--- config.mk ---
export PLATFORM = sky130hd
export DESIGN_NAME = serial_frame_tx
export DESIGN_NICKNAME = d
export VERILOG_FILES = /design/src/rtl/serial_frame_tx.sv
export SDC_FILE = /design/constraint.sdc
export NUM_CORES = 1
export LEC_CHECK = 0
export CORE_UTILIZATION = 40
export DETAILED_ROUTE_END_ITERATION = 8
export HOLD_SLACK_MARGIN = 0.03
export MAX_ROUTING_LAYER = met4
export PLACE_DENSITY = 0.67
export SLEW_MARGIN = 20
export SYNTH_ARGS = -nofsm -noshare
export SYNTH_HDL_FRONTEND = slang
export SYNTH_SLANG_ARGS = --single-unit
--- constraint.sdc ---
create_clock -name clk -period 1.7 [get_ports clk]
set_clock_uncertainty 0.05 [all_clocks]
set_input_delay 0.255 -clock clk [delete_from_list [all_inputs] [get_ports clk]]
set_output_delay 0.255 -clock clk [all_outputs]
set_load 0.005 [all_outputs]
--- src/rtl/serial_frame_tx.sv ---
// Parallel-to-serial frame transmitter: start bit, LSB-first data, optional even
// parity, stop bit. The frame is timed by a baud counter and a data-bit counter.
module serial_frame_tx #(
  parameter int N_BITS       = 4,
  parameter int CLKS_PER_BIT = 4,
  parameter int PARITY_EN    = 1
) (
  input  logic              clk,
  input  logic              reset,
  input  logic              in_valid,
  input  logic [N_BITS-1:0] in_data,
  output logic              in_ready,
  output logic              ser_out,
  output logic              shift_en,
  output logic              busy,
  output logic              done
);

  localparam int BAUD_W = (CLKS_PER_BIT > 1) ? $clog2(CLKS_PER_BIT) : 1;
  localparam int BIT_W  = (N_BITS > 1) ? $clog2(N_BITS) : 1;
  localparam logic [BAUD_W-1:0] BAUD_LAST = BAUD_W'(CLKS_PER_BIT - 1);
  localparam logic [BIT_W-1:0]  BIT_LAST  = BIT_W'(N_BITS - 1);

  typedef enum logic [2:0] {
    IDLE,
    START,
    DATA,
    PARITY,
    STOP
  } state_t;

  state_t              state_reg, state_next;
  logic [BAUD_W-1:0]   baud_cnt_reg, baud_cnt_next;
  logic [BIT_W-1:0]    bit_cnt_reg, bit_cnt_next;
  logic [N_BITS-1:0]   word_reg, word_next;
  logic                bit_end;
  logic [N_BITS:0]     parity_chain;

  // Even parity of the latched word, built as an XOR chain
  assign parity_chain[0] = 1'b0;
  generate
    for (genvar gi = 0; gi < N_BITS; gi++) begin : g_parity
      assign parity_chain[gi+1] = parity_chain[gi] ^ word_reg[gi];
    end
  endgenerate

  assign bit_end = (baud_cnt_reg == BAUD_LAST);

  always_ff @(posedge clk or posedge reset) begin
    if (reset) begin
      state_reg    <= IDLE;
      baud_cnt_reg <= '0;
      bit_cnt_reg  <= '0;
      word_reg     <= '0;
    end else begin
      state_reg    <= state_next;
      baud_cnt_reg <= baud_cnt_next;
      bit_cnt_reg  <= bit_cnt_next;
      word_reg     <= word_next;
    end
  end

  always_comb begin
    state_next    = state_reg;
    baud_cnt_next = baud_cnt_reg;
    bit_cnt_next  = bit_cnt_reg;
    word_next     = word_reg;
    case (state_reg)
      IDLE: begin
        baud_cnt_next = '0;
        bit_cnt_next  = '0;
        if (in_valid) begin
          word_next  = in_data;
          state_next = START;
        end
      end
      START: begin
        if (bit_end) begin
          baud_cnt_next = '0;
          bit_cnt_next  = '0;
          state_next    = DATA;
        end else begin
          baud_cnt_next = baud_cnt_reg + 1'b1;
        end
      end
      DATA: begin
        if (bit_end) begin
          baud_cnt_next = '0;
          if (bit_cnt_reg == BIT_LAST) begin
            bit_cnt_next = '0;
            state_next   = (PARITY_EN != 0) ? PARITY : STOP;
          end else begin
            bit_cnt_next = bit_cnt_reg + 1'b1;
          end
        end else begin
          baud_cnt_next = baud_cnt_reg + 1'b1;
        end
      end
      PARITY: begin
        if (bit_end) begin
          baud_cnt_next = '0;
          state_next    = STOP;
        end else begin
          baud_cnt_next = baud_cnt_reg + 1'b1;
        end
      end
      STOP: begin
        if (bit_end) begin
          baud_cnt_next = '0;
          state_next    = IDLE;
        end else begin
          baud_cnt_next = baud_cnt_reg + 1'b1;
        end
      end
      default: begin
        state_next    = IDLE;
        baud_cnt_next = '0;
        bit_cnt_next  = '0;
      end
    endcase
  end

  // Outputs decode state and counters only, never the input handshake
  always_comb begin
    ser_out = 1'b1;
    case (state_reg)
      START:   ser_out = 1'b0;
      DATA:    ser_out = word_reg[bit_cnt_reg];
      PARITY:  ser_out = parity_chain[N_BITS];
      default: ser_out = 1'b1;
    endcase
  end

  assign in_ready = (state_reg == IDLE);
  assign busy     = ~in_ready;
  assign shift_en = (state_reg == DATA) && bit_end;
  assign done     = (state_reg == STOP) && bit_end;

endmodule

======== Yosys cells after proc, flatten, opt, wreduce, memory -nomap -nowiden ========
Index checks and enable logic that the tools add are counted.
Widths: inputs -> output; s select.
operators by class
  $add $sub $neg .......................... 2
  reductions and logical operators ........ 8
  mux-type cells .......................... 16
  equal/unequal tests ..................... 12
  magnitude comparators ................... 1
  bitwise gates (word level) .............. 5
operators with widths
  operator             number
  $mux 3               6
  $pmux 3 s5           1
  $ne 2x2->1 const B   6
  $mux 2               5
  $eq 3x2->1 const B   2
  $pmux 2 s3           1
  $reduce_and 6->1     1
  $add 2x1->2 const B  2
  $eq 2x2->1 const B   2
  $reduce_or 4->1      1
  $eq 3x1->1 const B   1
  $eq 3x3->1 const B   1
  $logic_not 3->1      1
  $lt 2x3->1 const B   1
  $pmux 1 s3           1
  $reduce_and 3->1     1
  $xor 1x1->1          3
  $bmux 1 s2           1
  $logic_and 1x1->1    2
  $not 1->1            2
  $reduce_and 2->1     1
  $reduce_or 2->1      1
  $mux 1               1
storage, ports and cells
  output and inout bits ................... 5
  word-level logic and storage cells ...... 48
  input port bits ......................... 7
  flip-flop bits (word level) ............. 11

======== Logic depth before layout (Yosys ltp) ========
  depth after elaboration ................. 4
  mapped depth ............................ 5
  gate-level depth less buffers ........... 4

======== Worst setup path after synthesis ========
No wires, ideal clock.
  path kind ............................... register to register
  from .................................... reg baud_cnt_reg[0]
  to ...................................... reg bit_cnt_reg[1]
  arrival ................................. 1.282 ns
  buffers on the path ..................... 0
  data required time ...................... 1.524 ns
  period minus slack after synthesis ...... 1.458 ns
  stages on the path, launching flop included .. 5
  slack ................................... 0.242 ns
  setup time .............................. 0.126 ns
  cells stage by stage .................... dfrtp_1 -> ha_1 -> inv_2 -> maj3_2 -> a311o_1
on the way
  word-level cells in the longest chain between the ends .. 3
  elaborated cells on any way between the ends .. 4
  those cells by class .................... eq/ne: 3; reduce/logical: 1
RTL lines
  element                         RTL line  text
  start, declared                 33        logic [BAUD_W-1:0] baud_cnt_reg, baud_cnt_next;
  start signal, assigned          57        baud_cnt_reg <= baud_cnt_next;
  $eq 2x2->1 (*)                  47        assign bit_end = (baud_cnt_reg == BAUD_LAST);
  $ne 2x2->1 (no line)            -
  $reduce_and 3->1 (no line) (*)  -
  end signal, assigned            58        bit_cnt_reg <= bit_cnt_next;
  end, declared                   34        logic [BIT_W-1:0] bit_cnt_reg, bit_cnt_next;
Every way passes the cells marked *; elsewhere a longest branch is shown, timed or not.
A chain may end at the register's enable or synchronous reset.

======== Final worst setup path ========
  from .................................... reg bit_cnt_reg[0]
  to ...................................... out ser_out
on the way
  word-level cells in the longest chain between the ends .. 3
RTL lines
  element                       RTL line  text
  $bmux 1 s2                    128       DATA: ser_out = word_reg[bit_cnt_reg];
  $mux 1 (not written as such)  128
  $pmux 1 s3                    126       case (state_reg)
  end, declared                 13        output logic ser_out,
No other way between the ends. The select of a mux whose other input is x is not followed.

==> impl_metrics.tcl <==
set metrics [dict create \
    status "complete, but fails checks" \
    violations "setup timing" \
    r2r_start "state_reg[0]" \
    dieArea_um2 1750 \
    avgSynthCellArea_um2 10.4 \
    grt_remaining_overflow 0 \
    vdd_drop_max_v 0.000999 \
    rsz0062_at_grt "true" \
    rrSetupSlack_ps 100 \
    antenna_found_initial 0 \
    clock_insertion_delay_worst_skew_ps 270 \
    place_ws_ps -167 \
    die_w_um 41.9 \
    fp-row-count 14 \
    arrival_ps 1510 \
    max-slew-margin-rel_pct 72.4 \
    cts_tree "built" \
    start_util_pct 42.7 \
    synth_cell_types 30 \
    setup_viol 1 \
    holdCritPathClass "in -> async" \
    numCtsBuffers 3 \
    diodes 0 \
    ys_top_cells_by_count "11 x dfrtp_1, 6 x nor2_1, 5 x mux2_2, 5 x nand2_1" \
    synth_most_common_cell "dfrtp_1" \
    io_buffers 11 \
    vias 552 \
    synthFlopType "dfrtp_1" \
    hold_viol 0 \
    power_leakage_nw 0.436 \
    grt_pass1_vias 542 \
    ant_nets 0 \
    worst_r2r_path_depth 5 \
    fin_crit_sh_pct 107 \
    end_kind "output pin" \
    synth-seq-cells 11 \
    fmax_mhz 552 \
    hpwl_um 978 \
    r2r-end "word_reg[3]" \
    grt_max_degree 12 \
    synthArstFlopShare_pct 100 \
    cts_num_sinks 11 \
    yosys-top-cells-area "dfrtp_1 43%, mux2_2 8.9%, xnor2_1 4.1%, ha_1 3.9%, nor2_1 3.5%" \
    cts-htree-levels 1 \
    clock-root-buffer "clkbuf_4" \
    final_layout_size_suffix_gt1_share_pct 36.8 \
    largest_reg_flops 4 \
    cts-hold-fix-buffers 0 \
    syn_nets 70 \
    drc 0 \
    yosys_warnings 0 \
    clk_path_buf_depth 2 \
    wire_per_inst_um 12.9 \
    grt_pass1_wl_mm 2.35 \
    synth_top_area_share_pct 43.3 \
    finalMaxSlewViolations 0 \
    place_congestion 0.785 \
    wirelength_mm 1.33 \
    worst_hold_slack_ps 222 \
    cap_viol_max_count 0 \
    n_fill_cell 125 \
    path_clk_slew_ps 70 \
    vias_per_cell 5.36 \
    drt-pass1-iter-count 2 \
    nets 97 \
    crit_required_ps 1390 \
    critPathKind "reg -> out" \
    powerDensity_nw_per_um2 1760 \
    worst_slew_pin_slew_ps 414 \
    placeableCoreArea_um2 1490 \
    synth_edf_count 0 \
    ys_seq_area_share_pct 43.3 \
    start_kind "flip-flop" \
    fp.dieH_um 41.9 \
    yosysTopAreaCell "dfrtp_1" \
    period_needed_ps 1810 \
    syn-cell-area_um2 636 \
    layout_setup_ws_ps -113 \
    drtIter0Drc 8 \
    boundaryPins 12 \
    grt_use_total_pct 19.1 \
    crit_fanout 2 \
    area_growth_pct 47.6 \
    synthCells 61 \
]
## layer usage
metal  share of wire [%]  vias up  GRT usage, %
met5                   0        -             -
met4                0.68        0          7.74
met3                 4.1        2          7.83
met2                  51        8          28.4
met1                  44      268          22.8
li1                    -      274             -
## worst max path at each step
stage | startpoint | to | slack, ps | cells after the start
CTS | word_reg[1] | ser_out | -220 | 4
floorplan | baud_cnt_reg[0] | bit_cnt_reg[1] | 240 | 4
global placement | bit_cnt_reg[0] | ser_out | -90 | 4
detailed placement | bit_cnt_reg[0] | ser_out | -170 | 4
finish | bit_cnt_reg[0] | ser_out | -110 | 4
global route | bit_cnt_reg[0] | ser_out | -190 | 5
## where the power goes
group | switching [mW] | total (mW) | internal [mW]
sequential | 0.0989 | 0.477 | 0.378
clock | 0.0856 | 0.176 | 0.0909
combinational | 0.402 | 1.00 | 0.598
total | 0.587 | 1.65 | 1.07
## logic make-up (layout without fill, tap and decap cells)
| group | Yosys count | in the layout | synth area share [%] |
|---|---|---|---|
| compound gates | 8 | 8 | 9.84 |
| xor+xnor | 4 | 4 | 5.51 |
| fa+ha+maj | 3 | 3 | 5.71 |
| buf+inv | 7 | 33 | 5.12 |
| flops | 11 | 11 | 43.3 |
| mux | 6 | 6 | 10.4 |
| simple gates | 22 | 22 | 20.1 |
## worst max-delay path: stages, from the launching register on
cell and delay, ps:
dfrtp_1 390, mux2_4 320, nor4b_4 290, o32ai_2 120, clkbuf_2 120
## cell usage in the layout (no fill, tap or decap), drive strengths merged
master,count
a21oi,1
a311o,1
a31o,1
a32o,1
and2,1
and3,2
and4,1
and4bb,1
buf,14
clkbuf,5
clkdlybuf4s15,1
clkdlybuf4s50,6
dfrtp,11
dlygate4sd2,3
ha,2
inv,4
maj3,1
mux2,5
mux2i,1
nand2,5
nand4,1
nand4b,1
nor2,6
nor2b,1
nor3,2
nor4b,1
o211a,1
o21ai,2
o32ai,1
xnor2,3
xor2,1
## through the flow
step	instance area [µm²]	setup TNS (ps)	power (mW)	util, %	instances
after detailed placement	833	-167	1.31	56.0	93
after global routing	938	-192	1.80	63.0	103
after CTS	908	-217	1.57	61.0	102
after floorplan	636	0	0.970	-	61
after global placement	833	-88.3	1.30	56.0	93
final	938	-113	1.65	63.0	103
## timing repair
action / in CTS / in global routing
pin swaps: 3 / 3
buffers inserted: 5 / 1
resized for setup: 9 / 8
endpoints found under the setup margin: 5 / 4
## layout make-up
type / instances / area (µm²) / area share, %
Clock buffer: 4 / 26.3 / 2.80
Inverter: 4 / 15.0 / 1.60
Multi-Input combinational cell: 43 / 370 / 39.5
Sequential cell: 11 / 275 / 29.3
Tap cell: 16 / 20.0 / 2.13
Timing Repair Buffer: 25 / 231 / 24.7
No activity file was read; power rests on OpenSTA's default activity.
